## src/rtl/m_rep_pkg.sv

```systemverilog
// Shared reply-path definitions used by the upload serializer and the reply FIFO.
package m_rep_pkg;

    localparam int FLIT_W        = 16;
    localparam int REP_FLITS_MAX = 9;

    typedef logic [FLIT_W-1:0] flit_t;

endpackage

```

## src/rtl/m_rep_fifo_mem.sv

```systemverilog
// Reply-flit storage: DEPTH x FLIT_W registers, one write port, one asynchronous read port.
module m_rep_fifo_mem
    import m_rep_pkg::*;
#(
    parameter int DEPTH  = 16,
    parameter int ADDR_W = 4
) (
    input  logic              clk,
    input  logic              we,
    input  logic [ADDR_W-1:0] waddr,
    input  logic [FLIT_W-1:0] wdata,
    input  logic [ADDR_W-1:0] raddr,
    output logic [FLIT_W-1:0] rdata
);

    flit_t mem [DEPTH];

    // Write the incoming flit into the addressed slot; contents are never reset.
    always_ff @(posedge clk) begin
        if (we) begin
            mem[waddr] <= wdata;
        end
    end

    // The head flit is read combinationally from the registered read pointer.
    assign rdata = mem[raddr];

endmodule

```

## src/rtl/m_rep_fifo.sv

```systemverilog
// First-word-fall-through buffer between the reply upload serializer and the ring injection port.
module m_rep_fifo
    import m_rep_pkg::*;
#(
    parameter int DEPTH  = 16,
    parameter int ADDR_W = 4
) (
    input  logic              clk,
    input  logic              rst,
    input  logic [FLIT_W-1:0] m_flit_in,
    input  logic              v_m_flit_in,
    output logic              rep_fifo_rdy,
    output logic [FLIT_W-1:0] flit_out,
    output logic              v_flit_out,
    input  logic              flit_out_ack,
    output logic [ADDR_W:0]   fifo_count,
    output logic              overflow
);

    localparam int CNT_W = ADDR_W + 1;

    logic [ADDR_W-1:0] wr_ptr_reg, wr_ptr_next;
    logic [ADDR_W-1:0] rd_ptr_reg, rd_ptr_next;
    logic [CNT_W-1:0]  count_reg, count_next;
    logic              overflow_reg, overflow_next;

    logic  full;
    logic  empty;
    logic  push;
    logic  pop;
    flit_t rd_data;

    // Flags come only from the registered count, so an ack in a full cycle
    // cannot open the door for a push in that same cycle.
    assign full  = (count_reg == CNT_W'(DEPTH));
    assign empty = (count_reg == '0);
    assign push  = v_m_flit_in && !full;
    assign pop   = flit_out_ack && !empty;

    m_rep_fifo_mem #(
        .DEPTH  (DEPTH),
        .ADDR_W (ADDR_W)
    ) u_mem (
        .clk   (clk),
        .we    (push),
        .waddr (wr_ptr_reg),
        .wdata (m_flit_in),
        .raddr (rd_ptr_reg),
        .rdata (rd_data)
    );

    // Next-state computation for pointers, occupancy and the sticky overflow flag.
    always_comb begin
        wr_ptr_next   = wr_ptr_reg;
        rd_ptr_next   = rd_ptr_reg;
        count_next    = count_reg;
        overflow_next = overflow_reg;
        if (push) begin
            wr_ptr_next = wr_ptr_reg + ADDR_W'(1);
        end
        if (pop) begin
            rd_ptr_next = rd_ptr_reg + ADDR_W'(1);
        end
        if (push && !pop) begin
            count_next = count_reg + CNT_W'(1);
        end else if (pop && !push) begin
            count_next = count_reg - CNT_W'(1);
        end
        if (v_m_flit_in && full) begin
            overflow_next = 1'b1;
        end
    end

    // State register; reset discards all buffered flits and clears the error flag.
    always_ff @(posedge clk) begin
        if (rst) begin
            wr_ptr_reg   <= '0;
            rd_ptr_reg   <= '0;
            count_reg    <= '0;
            overflow_reg <= 1'b0;
        end else begin
            wr_ptr_reg   <= wr_ptr_next;
            rd_ptr_reg   <= rd_ptr_next;
            count_reg    <= count_next;
            overflow_reg <= overflow_next;
        end
    end

    assign rep_fifo_rdy = !full;
    assign v_flit_out   = !empty;
    assign flit_out     = empty ? '0 : rd_data;
    assign fifo_count   = count_reg;
    assign overflow     = overflow_reg;

endmodule

```

## config.mk

```make
export PLATFORM = sky130hd
export DESIGN_NAME = m_rep_fifo
export DESIGN_NICKNAME = d
export VERILOG_FILES = /design/src/rtl/m_rep_pkg.sv /design/src/rtl/m_rep_fifo_mem.sv /design/src/rtl/m_rep_fifo.sv
export SDC_FILE = /design/constraint.sdc
export NUM_CORES = 1
export LEC_CHECK = 0
export CAP_MARGIN = 20
export CORE_MARGIN = 4
export CORE_UTILIZATION = 65
export CTS_CLUSTER_SIZE = 10
export DETAILED_ROUTE_END_ITERATION = 10
export GPL_ROUTABILITY_DRIVEN = 0
export PLACE_DENSITY = 0.86
export SLEW_MARGIN = 20
export SYNTH_ARGS = -nofsm -noshare
export SYNTH_HDL_FRONTEND = slang
export SYNTH_SLANG_ARGS = --single-unit
```

## constraint.sdc

```tcl
create_clock -name clk -period 5.88 [get_ports clk]
set_clock_uncertainty 0.1 [all_clocks]
set_input_delay 0.588 -clock clk [delete_from_list [all_inputs] [get_ports clk]]
set_output_delay 0.588 -clock clk [all_outputs]
set_load 0.005 [all_outputs]
```

==> results.sh, run 1 <==
export IMPL_outcome="completed"
export IMPL_cts_max_level=1
export IMPL_syn_avg_cell_area_sq_um=21.1
export IMPL_top_register="u_mem.mem"
export IMPL_cells_traversed_along_the_worst_timing_path="buf_4 -> mux4_2 -> mux2_2 -> a221o_1 -> clkdlybuf4s50_1"
export IMPL_seqCellArea_sq_um=8050
export IMPL_cts_made_buffers=31
export IMPL_fraction_of_the_yosys_area_taken_by_sequential_cells_pct=75.2
export IMPL_timing_hold_violations_final=0
export IMPL_tritoncts_num_sinks=274
export IMPL_cts_root_buffer_cell="sky130_fd_sc_hd__clkbuf_16"
export IMPL_initialDrtViolationCount=554
export IMPL_io_pins=44
export IMPL_critical_path_buf_inv_count=2
export IMPL_avgViaCountPerCell=6.70
export IMPL_worstHoldPathType="reg2reg"
export IMPL_clock_path_buffers=3
export IMPL_final_setup_viol_count=0
export IMPL_cp_top_family="buffers and inverters"
export IMPL_post_dp_cell_area_sq_um=11400
export IMPL_maxCapViolCount=0
export IMPL_syn_cell_area_sq_um=10700
export IMPL_setup_total_negative_slack_ns=0
export IMPL_grt_pass1_wl_mm=35.1
export IMPL_grtUsageTotal_pct=26.2
export IMPL_cts_tree="done"
export IMPL_critical_path_max_stage_delay_ns=0.88
export IMPL_die_width_microns=136
export IMPL_layout_drive_gt1_share_pct=25.2
export IMPL_routed_wirelength_mm=23.1
export IMPL_critPathArrivalTime_ns=3.53
export IMPL_total_grt_overflow=0
export IMPL_cell_count_after_synthesis=506
export IMPL_rsz0062_at_grt="false"
export IMPL_post_drt_wl_per_cell_microns=28.9
export IMPL_grt_pass1_vias=5597
export IMPL_detail_route_drc_violations=0
export IMPL_multi_input_combinational_cell_area_sq_um=2530
export IMPL_cts_repair_resizes=0
export IMPL_synth_warning_count=0
export IMPL_worst_setup_sp_type="register"
export IMPL_drv_slew=0
export IMPL_critical_path_endpoint_type="primary output"
export IMPL_slew_at_the_pin_closest_to_its_max_slew_limit_ns=1.06
export IMPL_placeableCoreArea_sq_um=16000
export IMPL_cellPowerDensity_nw_per_um2=426
export IMPL_layout_cell_area_non_filler_sq_um=12300
export IMPL_num_vias=5363
export IMPL_critical_path_slowest_cell="sky130_fd_sc_hd__dfxtp_4"
export IMPL_firstDrtPassIters=5
export IMPL_ir_drop_mv=0.356
export IMPL_die_height_microns=136
export IMPL_initial_utilization_pct=66.9
export IMPL_worst_setup_hold_path_clk_slew_ns=0.05
export IMPL_yosys_register_bits=274
export IMPL_ant_nets=0
export IMPL_slew_headroom_pct=29.0
export IMPL_clock_insertion_delay_worst_skew_ns=0.53
export IMPL_grt_max_degree=49
export IMPL_antenna_cells=0
export IMPL_rows=46
export IMPL_max_reg_flops=256
export IMPL_worst_ep_required_time_ns=5.19
export IMPL_worst_setup_path_class="reg2out"
export IMPL_final_fill_count=858
export IMPL_final_min_period_over_clock_period_pct=71.7
export IMPL_placed_cells_incl_taps=756
export IMPL_post_cts_buffers=0
export IMPL_synthDistinctLibCells=39
export IMPL_hold_buffers=0
export IMPL_die_area_sq_um=18600
export IMPL_max_clock_freq_ghz=0.237
export IMPL_worstPathMaxFanout=48
export IMPL_syn2layout_area_growth_pct=14.6
export IMPL_io_buffer_count=43
export IMPL_antenna_found_initial=0
export IMPL_period_needed_ns=4.21
export IMPL_syn_nets=536
export IMPL_place_detailed_hpwl_mm=13.1
export IMPL_final_net_count=603
export IMPL_layout_cells_non_filler=800
export IMPL_power_leakage_nw=3.87
cells by family (layout without fill, tap and decap cells):
logic type      Yosys count  after routing  share of synthesized area, %
flops                   274            274                          75.2
fa+ha+maj                10             10                          1.24
compound gates           32             32                          2.70
buf+inv                  30            108                          1.47
simple gates             68             68                          3.16
mux                      84             84                          15.5
xor+xnor                  8              8                         0.655
layout by cell type (no fill, tap or decap), drive strengths merged, types with 2 or more instances in the layout:
cell,n
edfxtp,256
mux4,64
clkdlybuf4s50,43
clkbuf,42
nor2,31
dfxtp,18
mux2,17
buf,17
nor2b,16
a221o,16
ha,9
nand2,7
xor2,6
inv,5
o211ai,5
a21oi,4
nor3,4
mux2i,3
o21ai,2
nand2b,2
xnor2,2
and3,2
a31oi,2
nor4,2
power breakdown:
group	internal (W)	total [W]	leakage [nW]	switching, W
Combinational	0.000698	0.00122	1.01	0.000518
Clock	0.000950	0.00164	0.400	0.000686
Sequential	0.00222	0.00238	2.46	0.000153
Total	0.00387	0.00523	3.87	0.00136
cell usage after synthesis:
cell type	n	area, sq um
sky130_fd_sc_hd__ha_1	9	113
sky130_fd_sc_hd__fa_1	1	20.0
sky130_fd_sc_hd__buf_6	3	33.8
sky130_fd_sc_hd__o211ai_4	1	21.3
sky130_fd_sc_hd__a21o_1	1	7.51
sky130_fd_sc_hd__a31oi_1	2	12.5
sky130_fd_sc_hd__edfxtp_1	256	7690
sky130_fd_sc_hd__buf_1	2	7.51
sky130_fd_sc_hd__xnor2_1	2	17.5
sky130_fd_sc_hd__o211ai_1	3	22.5
sky130_fd_sc_hd__o211ai_2	1	12.5
sky130_fd_sc_hd__mux2_2	17	191
sky130_fd_sc_hd__nand2_1	7	26.3
sky130_fd_sc_hd__nor2_2	1	6.26
sky130_fd_sc_hd__dfxtp_1	18	360
sky130_fd_sc_hd__buf_2	9	45.0
sky130_fd_sc_hd__nor4_2	1	12.5
sky130_fd_sc_hd__buf_4	3	22.5
sky130_fd_sc_hd__o21ai_2	2	17.5
sky130_fd_sc_hd__nor4_1	1	6.26
sky130_fd_sc_hd__nor2b_1	16	100
sky130_fd_sc_hd__nor3_1	4	20.0
sky130_fd_sc_hd__inv_2	1	3.75
sky130_fd_sc_hd__a21oi_1	4	20.0
sky130_fd_sc_hd__a21boi_1	1	7.51
sky130_fd_sc_hd__nor4bb_1	1	10.0
sky130_fd_sc_hd__or4_1	1	7.51
sky130_fd_sc_hd__nor2_1	30	113
sky130_fd_sc_hd__a211oi_1	1	7.51
sky130_fd_sc_hd__a221o_1	16	160
sky130_fd_sc_hd__nand2b_1	2	12.5
sky130_fd_sc_hd__or3_1	1	6.26
sky130_fd_sc_hd__mux2i_1	3	30.0
sky130_fd_sc_hd__mux4_2	64	1440
sky130_fd_sc_hd__inv_1	3	11.3
sky130_fd_sc_hd__xor2_1	6	52.6
sky130_fd_sc_hd__clkbuf_1	9	33.8
sky130_fd_sc_hd__nand3_1	1	5.00
sky130_fd_sc_hd__and3_1	2	12.5
worst register-to-register path, stage by stage (launching register included):
cell and delay [ns]:
sky130_fd_sc_hd__dfxtp_1 0.39, sky130_fd_sc_hd__or4_1 0.75, sky130_fd_sc_hd__o21ai_2 0.29, sky130_fd_sc_hd__ha_1 0.21, sky130_fd_sc_hd__inv_1 0.11, sky130_fd_sc_hd__ha_1 0.34
sky130_fd_sc_hd__a21oi_1 0.22, sky130_fd_sc_hd__a211oi_1 0.11, sky130_fd_sc_hd__a31oi_1 0.17, sky130_fd_sc_hd__mux2_2 0.34
cell type report:
type                    count  share of cell area [%]
clock inverters             2                   0.133
inverters                   4                   0.122
well taps                 216                    2.20
multi-input cells         202                    20.7
clock buffers              42                    6.66
flip-flops and latches    274                    65.7
repair buffers             60                    4.55
through the flow:
stage	util (%)	hold WS [ns]	total power, W	setup slack [ns]
floorplan	-	0.361	0.00314	3.08
finish	76.6	0.394	0.00523	1.67
global placement	71.3	0.363	0.00358	2.20
global route	76.6	0.453	0.00544	1.44
CTS	76.6	0.397	0.00526	1.58
detailed placement	71.3	0.381	0.00362	2.18
worst paths after layout:
check	startpoint	endpoint	slack, ns	cells after the start
worst min-delay path	overflow	overflow	0.39	2
worst max-delay path	register	flit_out[8]	1.67	5
worst min register to register	overflow	overflow	0.39	2
worst max register to register	fifo_count[0]	fifo_count[4]	2.74	9
metal layers:
| metal | part of all wire [%] | global-route usage, % |
|---|---|---|
| met5 | 0 | 0 |
| met4 | 2.7 | 7.05 |
| met3 | 8.8 | 5.59 |
| met2 | 51 | 42.7 |
| met1 | 38 | 36.9 |
Power figures use the tool's default switching activity.
==> inputs of run 2 (changes only) <==
--- a/config.mk
+++ b/config.mk
@@ -7,11 +7,11 @@
 export LEC_CHECK = 0
 export CAP_MARGIN = 20
 export CORE_MARGIN = 4
-export CORE_UTILIZATION = 65
+export CORE_UTILIZATION = 60
 export CTS_CLUSTER_SIZE = 10
 export DETAILED_ROUTE_END_ITERATION = 10
 export GPL_ROUTABILITY_DRIVEN = 0
-export PLACE_DENSITY = 0.86
+export PLACE_DENSITY = 0.81
 export SLEW_MARGIN = 20
 export SYNTH_ARGS = -nofsm -noshare
 export SYNTH_HDL_FRONTEND = slang
==> constraint.sdc (replaced) <==
create_clock -name clk -period 4.06 [get_ports clk]
set_clock_uncertainty 0.1 [all_clocks]
set_input_delay 0.406 -clock clk [delete_from_list [all_inputs] [get_ports clk]]
set_output_delay 0.406 -clock clk [all_outputs]
set_load 0.005 [all_outputs]
==> run 2 against run 1 <==
  * Clock-buffer cell count rose by 2
  * Largest cell class unchanged
  * Die area rose by 7.8%
  * First-iteration DRC count fell by 8.7%
  * Total power rose by 46%
  * Critical path depth did not move
  * Global-route usage fell by 2.8 points
  * Highest routed layer unchanged
  * Sequential cell count did not move
  * Design area rose by 0.78%
  * Non-clock buffer count rose by 8
  * Via count fell by 1.1%
  * Clock power rose by 46%
  * Combinational power rose by 57%
==> results.sh, run 2 (synthesized netlist as in run 1, its figures left out) <==
export IMPL_die_area_sq_um=20000
export IMPL_post_drt_wl_per_cell_microns=27.5
export IMPL_ant_nets=0
export IMPL_reg2reg_depth=9
export IMPL_worst_setup_path_class="reg2out"
export IMPL_setup_total_negative_slack_ns=0
export IMPL_layout_cells_non_filler=818
export IMPL_maxCapViolCount=0
export IMPL_clock_power_share_pct=31.4
export IMPL_reg2reg_setup_slack_ns=0.98
export IMPL_final_setup_viol_count=0
export IMPL_critPathArrivalTime_ns=3.16
export IMPL_max_clock_freq_ghz=0.272
export IMPL_cts_tree="done"
export IMPL_ir_drop_mv=0.558
export IMPL_place_detailed_hpwl_mm=12.8
export IMPL_cts_made_buffers=31
export IMPL_detail_route_drc_violations=0
export IMPL_placed_cells_incl_taps=773
export IMPL_drv_slew=0
export IMPL_grtUsageTotal_pct=23.4
export IMPL_rows=48
export IMPL_io_buffer_count=43
export IMPL_grt_max_degree=40
export IMPL_avgViaCountPerCell=6.48
export IMPL_netSwitchingFraction_pct=25.5
export IMPL_max_reg_flops=256
export IMPL_netSwitchingPower_w=0.00195
export IMPL_worstPathMaxFanout=39
export IMPL_outcome="completed"
export IMPL_total_design_power_w=0.00766
export IMPL_layout_drive_gt1_share_pct=25.5
export IMPL_final_min_period_over_clock_period_pct=90.4
export IMPL_num_vias=5304
export IMPL_slew_at_the_pin_closest_to_its_max_slew_limit_ns=0.677
export IMPL_post_cts_buffers=0
export IMPL_cts_max_level=1
export IMPL_period_needed_ns=3.67
export IMPL_whs_endpoint="overflow"
export IMPL_grt_pass1_vias=5629
export IMPL_clock_path_buffers=3
export IMPL_worst_setup_hold_path_clk_slew_ns=0.05
export IMPL_rsz0062_at_grt="false"
export IMPL_clock_insertion_delay_worst_skew_ns=0.53
export IMPL_worstReg2RegStart="fifo_count[0]"
export IMPL_hold_buffers=0
export IMPL_initial_utilization_pct=61.6
export IMPL_top_register="u_mem.mem"
export IMPL_placeableCoreArea_sq_um=17400
export IMPL_hold_start="overflow"
export IMPL_final_net_count=611
export IMPL_worstHoldPathType="reg2reg"
export IMPL_layout_core_utilization_pct=71.2
export IMPL_grt_pass1_wl_mm=34.6
export IMPL_die_width_microns=142
export IMPL_syn2layout_area_growth_pct=15.5
export IMPL_antenna_found_initial=0
export IMPL_internal_power_w=0.00570
export IMPL_initialDrtViolationCount=506
export IMPL_worst_ep_required_time_ns=3.55
export IMPL_timing_hold_violations_final=0
export IMPL_hold_worst_slack_ns=0.386
export IMPL_sequentialPowerShare_pct=43.7
export IMPL_tritoncts_num_sinks=274
export IMPL_cellPowerDensity_nw_per_um2=620
export IMPL_die_height_microns=142
export IMPL_critical_path_endpoint_type="primary output"
export IMPL_cts_root_buffer_cell="sky130_fd_sc_hd__clkbuf_16"
export IMPL_total_grt_overflow=0
export IMPL_io_pins=44
export IMPL_hold_path_depth=2
export IMPL_final_cell_mix="256 x sky130_fd_sc_hd__edfxtp_1, 64 x sky130_fd_sc_hd__mux4_2, 43 x sky130_fd_sc_hd__clkdlybuf4s50_1"
export IMPL_layout_commonest_cell="sky130_fd_sc_hd__edfxtp_1"
export IMPL_cts_repair_resizes=0
export IMPL_firstDrtPassIters=5
export IMPL_power_leakage_nw=3.93
export IMPL_worst_r2r_endpoint="fifo_count[4]"
export IMPL_worst_setup_sp_type="register"
export IMPL_slew_headroom_pct=54.7
export IMPL_antenna_cells=0
export IMPL_routed_wirelength_mm=22.5
export IMPL_power_share_combinational_pct=24.9
## run 2: cell count changes in the layout (fill, tap and decap cells not counted), sizes merged
cell / change
buf: +8
clkbuf: +2
bufinv: +1
clkinvlp: -1
inv: -1
## run 2: critical path: stages, from the launching register on
cell	delay [ns]
sky130_fd_sc_hd__dfxtp_4	0.58
sky130_fd_sc_hd__buf_12	0.33
sky130_fd_sc_hd__mux4_2	0.60
sky130_fd_sc_hd__mux2_2	0.31
sky130_fd_sc_hd__a221o_1	0.32
sky130_fd_sc_hd__clkdlybuf4s50_1	0.47
## run 2: worst max-delay path by stage
stage                              from            end  slack, ns  cells past startpoint
after floorplan           fifo_count[0]  fifo_count[4]       1.27                     10
after global placement      v_m_flit_in  fifo_count[4]       0.96                      9
after detailed placement    v_m_flit_in  fifo_count[4]       0.87                      9
after CTS                      register    flit_out[2]       0.34                      5
after global routing           register    flit_out[2]       0.26                      5
final                          register    flit_out[2]       0.39                      5
## run 2: through the flow
step / cell area, sq um / setup slack, ns
after floorplan: 10700 / 1.27
after global placement: 11500 / 0.965
after detailed placement: 11500 / 0.866
after CTS: 12400 / 0.337
after global routing: 12400 / 0.264
final: 12400 / 0.389
## run 2: final cells by class
class	instances	area (sq um)
clock buffers	44	825
clock inverters	1	30.0
fillers	1006	5000
inverters	4	15.0
multi-input cells	202	2510
flip-flops and latches	274	8050
well taps	225	282
repair buffers	68	643
## run 2: routing by layer
metal	vias up	GRT usage [%]	share of wire [%]
met4	0	8.38	3.8
met1	2743	33.1	39
met3	62	4.08	7.4
li1	2232	-	-
met5	-	0	0
met2	267	37.6	50
## run 2: power groups by stage
stage,clock [W],combinational [W],sequential (W)
after floorplan,0,0.00121,0.00333
after global placement,0,0.00186,0.00339
after detailed placement,0,0.00190,0.00340
after CTS,0.00244,0.00193,0.00335
after global routing,0.00258,0.00206,0.00336
final,0.00240,0.00191,0.00334
==> inputs of run 3 (changes only) <==
--- a/config.mk
+++ b/config.mk
@@ -5,7 +5,7 @@
 export SDC_FILE = /design/constraint.sdc
 export NUM_CORES = 1
 export LEC_CHECK = 0
-export CAP_MARGIN = 20
+export ABC_AREA = 1
 export CORE_MARGIN = 4
 export CORE_UTILIZATION = 60
 export CTS_CLUSTER_SIZE = 10
==> run 3 against run 2 <==
  * Total power rose by 0.39%
  * Register-to-register slack improved by 0.59 ns
  * Worst setup slack improved by 0.18 ns
  * Sequential power fell by 2%
  * Sequential share of layout area fell by 2.0 points
  * Core utilization fell by 1.0 points
  * Final cell count rose by 55%
  * Synthesized cell count rose by 92%
  * Synthesized area rose by 4.7%
  * Combinational power rose by 3%
  * Highest routed layer unchanged
==> results.sh, run 3 <==
export IMPL_max_reg_flops=256
export IMPL_die_height_microns=145
export IMPL_ir_drop_mv=0.365
export IMPL_critPathArrivalTime_ns=2.98
export IMPL_max_clock_freq_ghz=0.287
export IMPL_hold_start="overflow"
export IMPL_antenna_found_initial=0
export IMPL_period_needed_ns=3.49
export IMPL_cts_root_buffer_cell="sky130_fd_sc_hd__clkbuf_16"
export IMPL_worstPathMaxFanout=35
export IMPL_worst_setup_hold_path_clk_slew_ns=0.05
export IMPL_initialDrtViolationCount=1158
export IMPL_firstDrtPassIters=5
export IMPL_synth_edf_count=256
export IMPL_antenna_cells=0
export IMPL_io_buffer_count=43
export IMPL_place_detailed_hpwl_mm=14.2
export IMPL_yosys_area_top_type_share_pct=68.6
export IMPL_placed_cells_incl_taps=1212
export IMPL_worst_setup_path_class="reg2out"
export IMPL_worstHoldPathType="reg2reg"
export IMPL_yosys_top_cells_area="sky130_fd_sc_hd__edfxtp_1 69%, sky130_fd_sc_hd__nand2_1 11%, sky130_fd_sc_hd__nand3_1 8.8%"
export IMPL_synth_warning_count=0
export IMPL_worstReg2RegStart="fifo_count[0]"
export IMPL_grt_pass1_vias=7419
export IMPL_tritoncts_num_sinks=274
export IMPL_outcome="completed"
export IMPL_layout_core_utilization_pct=70.2
export IMPL_die_width_microns=145
export IMPL_cts_repair_resizes=0
export IMPL_hold_buffers=0
export IMPL_num_vias=7660
export IMPL_cellPowerDensity_nw_per_um2=603
export IMPL_postSynth_topFlopCell="sky130_fd_sc_hd__edfxtp_1"
export IMPL_final_net_count=1046
export IMPL_synth_most_common_cell="sky130_fd_sc_hd__nand2_1"
export IMPL_setup_total_negative_slack_ns=0
export IMPL_worst_setup_sp_type="register"
export IMPL_worst_ep_required_time_ns=3.55
export IMPL_placeableCoreArea_sq_um=18100
export IMPL_layout_cells_non_filler=1269
export IMPL_top_register="u_mem.mem"
export IMPL_slew_headroom_pct=39.1
export IMPL_cell_count_after_synthesis=969
export IMPL_detail_route_drc_violations=0
export IMPL_cts_max_level=1
export IMPL_cts_made_buffers=31
export IMPL_grtUsageTotal_pct=26.2
export IMPL_synthDistinctLibCells=21
export IMPL_post_drt_wl_per_cell_microns=21.2
export IMPL_yosysTopAreaCell="sky130_fd_sc_hd__edfxtp_1"
export IMPL_routed_wirelength_mm=26.9
export IMPL_clock_path_buffers=3
export IMPL_syn_cell_area_sq_um=11200
export IMPL_final_cell_mix="343 x sky130_fd_sc_hd__nand2_1, 256 x sky130_fd_sc_hd__edfxtp_1, 197 x sky130_fd_sc_hd__nand3_1"
export IMPL_power_leakage_nw=4.65
export IMPL_timing_hold_violations_final=0
export IMPL_cts_tree="done"
export IMPL_layout_commonest_cell="sky130_fd_sc_hd__nand2_1"
export IMPL_final_min_period_over_clock_period_pct=85.9
export IMPL_syn2layout_area_growth_pct=13.7
export IMPL_slew_at_the_pin_closest_to_its_max_slew_limit_ns=0.912
export IMPL_rsz0062_at_grt="false"
export IMPL_drv_slew=0
export IMPL_grt_pass1_wl_mm=40.9
export IMPL_initial_utilization_pct=61.7
export IMPL_ant_nets=0
export IMPL_avgViaCountPerCell=6.04
export IMPL_yosys_register_bits=274
export IMPL_layout_drive_gt1_share_pct=7.50
export IMPL_die_area_sq_um=20900
export IMPL_hold_worst_slack_ns=0.385
export IMPL_post_cts_buffers=0
export IMPL_final_setup_viol_count=0
export IMPL_maxCapViolCount=0
export IMPL_postSynth_asyncResetShare_pct=0
export IMPL_syn_nets=999
export IMPL_grt_max_degree=129
export IMPL_total_grt_overflow=0
export IMPL_synth_cells_most_frequent="343 x sky130_fd_sc_hd__nand2_1, 256 x sky130_fd_sc_hd__edfxtp_1, 197 x sky130_fd_sc_hd__nand3_1, 30 x sky130_fd_sc_hd__a21oi_1"
export IMPL_rows=49
export IMPL_clock_insertion_delay_worst_skew_ns=0.54
export IMPL_syn_avg_cell_area_sq_um=11.6
export IMPL_critical_path_endpoint_type="primary output"
export IMPL_fraction_of_the_yosys_area_taken_by_sequential_cells_pct=71.8
export IMPL_io_pins=44
-- run 3: changes by cell type in the layout (fill, tap and decap cells not counted), sizes merged, moves of 3 or more --
cell / change
a221o: -16
o21ai: +6
inv: +15
nor2b: -16
o211ai: -5
nand3: +196
nand2: +337
a21oi: +26
mux4: -64
mux2i: -3
nor3: -4
mux2: -17
clkbuf: +12
nor2: -8
-- run 3: worst paths after layout --
path,endpoint,slack (ns),depth (start not counted)
max reg2reg,u_mem.mem[5][10],1.57,7
min reg2reg,overflow,0.39,2
max,flit_out[6],0.57,9
min,overflow,0.39,2
-- run 3: routing by layer --
layer  part of all wire (%)  up-vias  routed length [microns]  global-route usage, %
li1                       -     3471                        -                      -
met1                     39     3633                    10400                   36.3
met2                     47      493                    12700                   42.3
met3                     12       63                     3110                   5.52
met4                    2.6        0                      692                   8.25
met5                      0        -                        0                      0
-- run 3: report_power, final --
| group | switching (W) | total (W) | internal (W) |
|---|---|---|---|
| sequential | 0.0000764 | 0.00327 | 0.00320 |
| clock | 0.00102 | 0.00244 | 0.00142 |
| combinational | 0.00123 | 0.00197 | 0.000737 |
-- run 3: stage by stage --
stage          cell area, sq um  total power (W)  worst slack (ns)
6_report                  12700          0.00769             0.571
5_1_grt                   12700          0.00807             0.463
4_1_cts                   12700          0.00768             0.616
3_5_place_dp              11900          0.00526              1.19
3_3_place_gp              11900          0.00520              1.28
2_1_floorplan             11200          0.00454              1.82
-- run 3: layout make-up --
class                   count  area [sq um]
well taps                 229           287
flip-flops and latches    274          8050
inverters                  20          76.3
multi-input cells         622          2810
clock inverters             1          8.76
clock buffers              56           870
repair buffers             67           636
fillers                  1180          5410
-- run 3: critical path, cell delays in order (launching register included) --
cell	delay, ns
sky130_fd_sc_hd__dfxtp_4	0.35
sky130_fd_sc_hd__clkinv_2	0.29
sky130_fd_sc_hd__buf_4	0.42
sky130_fd_sc_hd__nand2_1	0.14
sky130_fd_sc_hd__nand3_1	0.11
sky130_fd_sc_hd__nand3_1	0.10
sky130_fd_sc_hd__nand2_1	0.10
sky130_fd_sc_hd__nand2_1	0.08
sky130_fd_sc_hd__a21oi_1	0.26
sky130_fd_sc_hd__clkdlybuf4s50_1	0.56
-- run 3: kinds of logic after synthesis --
logic type      Yosys count  synth area share (%)
flops                   274                  71.8
fa+ha+maj                10                  1.18
compound gates           38                  1.70
buf+inv                  73                  3.42
simple gates            568                  21.4
xor+xnor                  6                 0.469
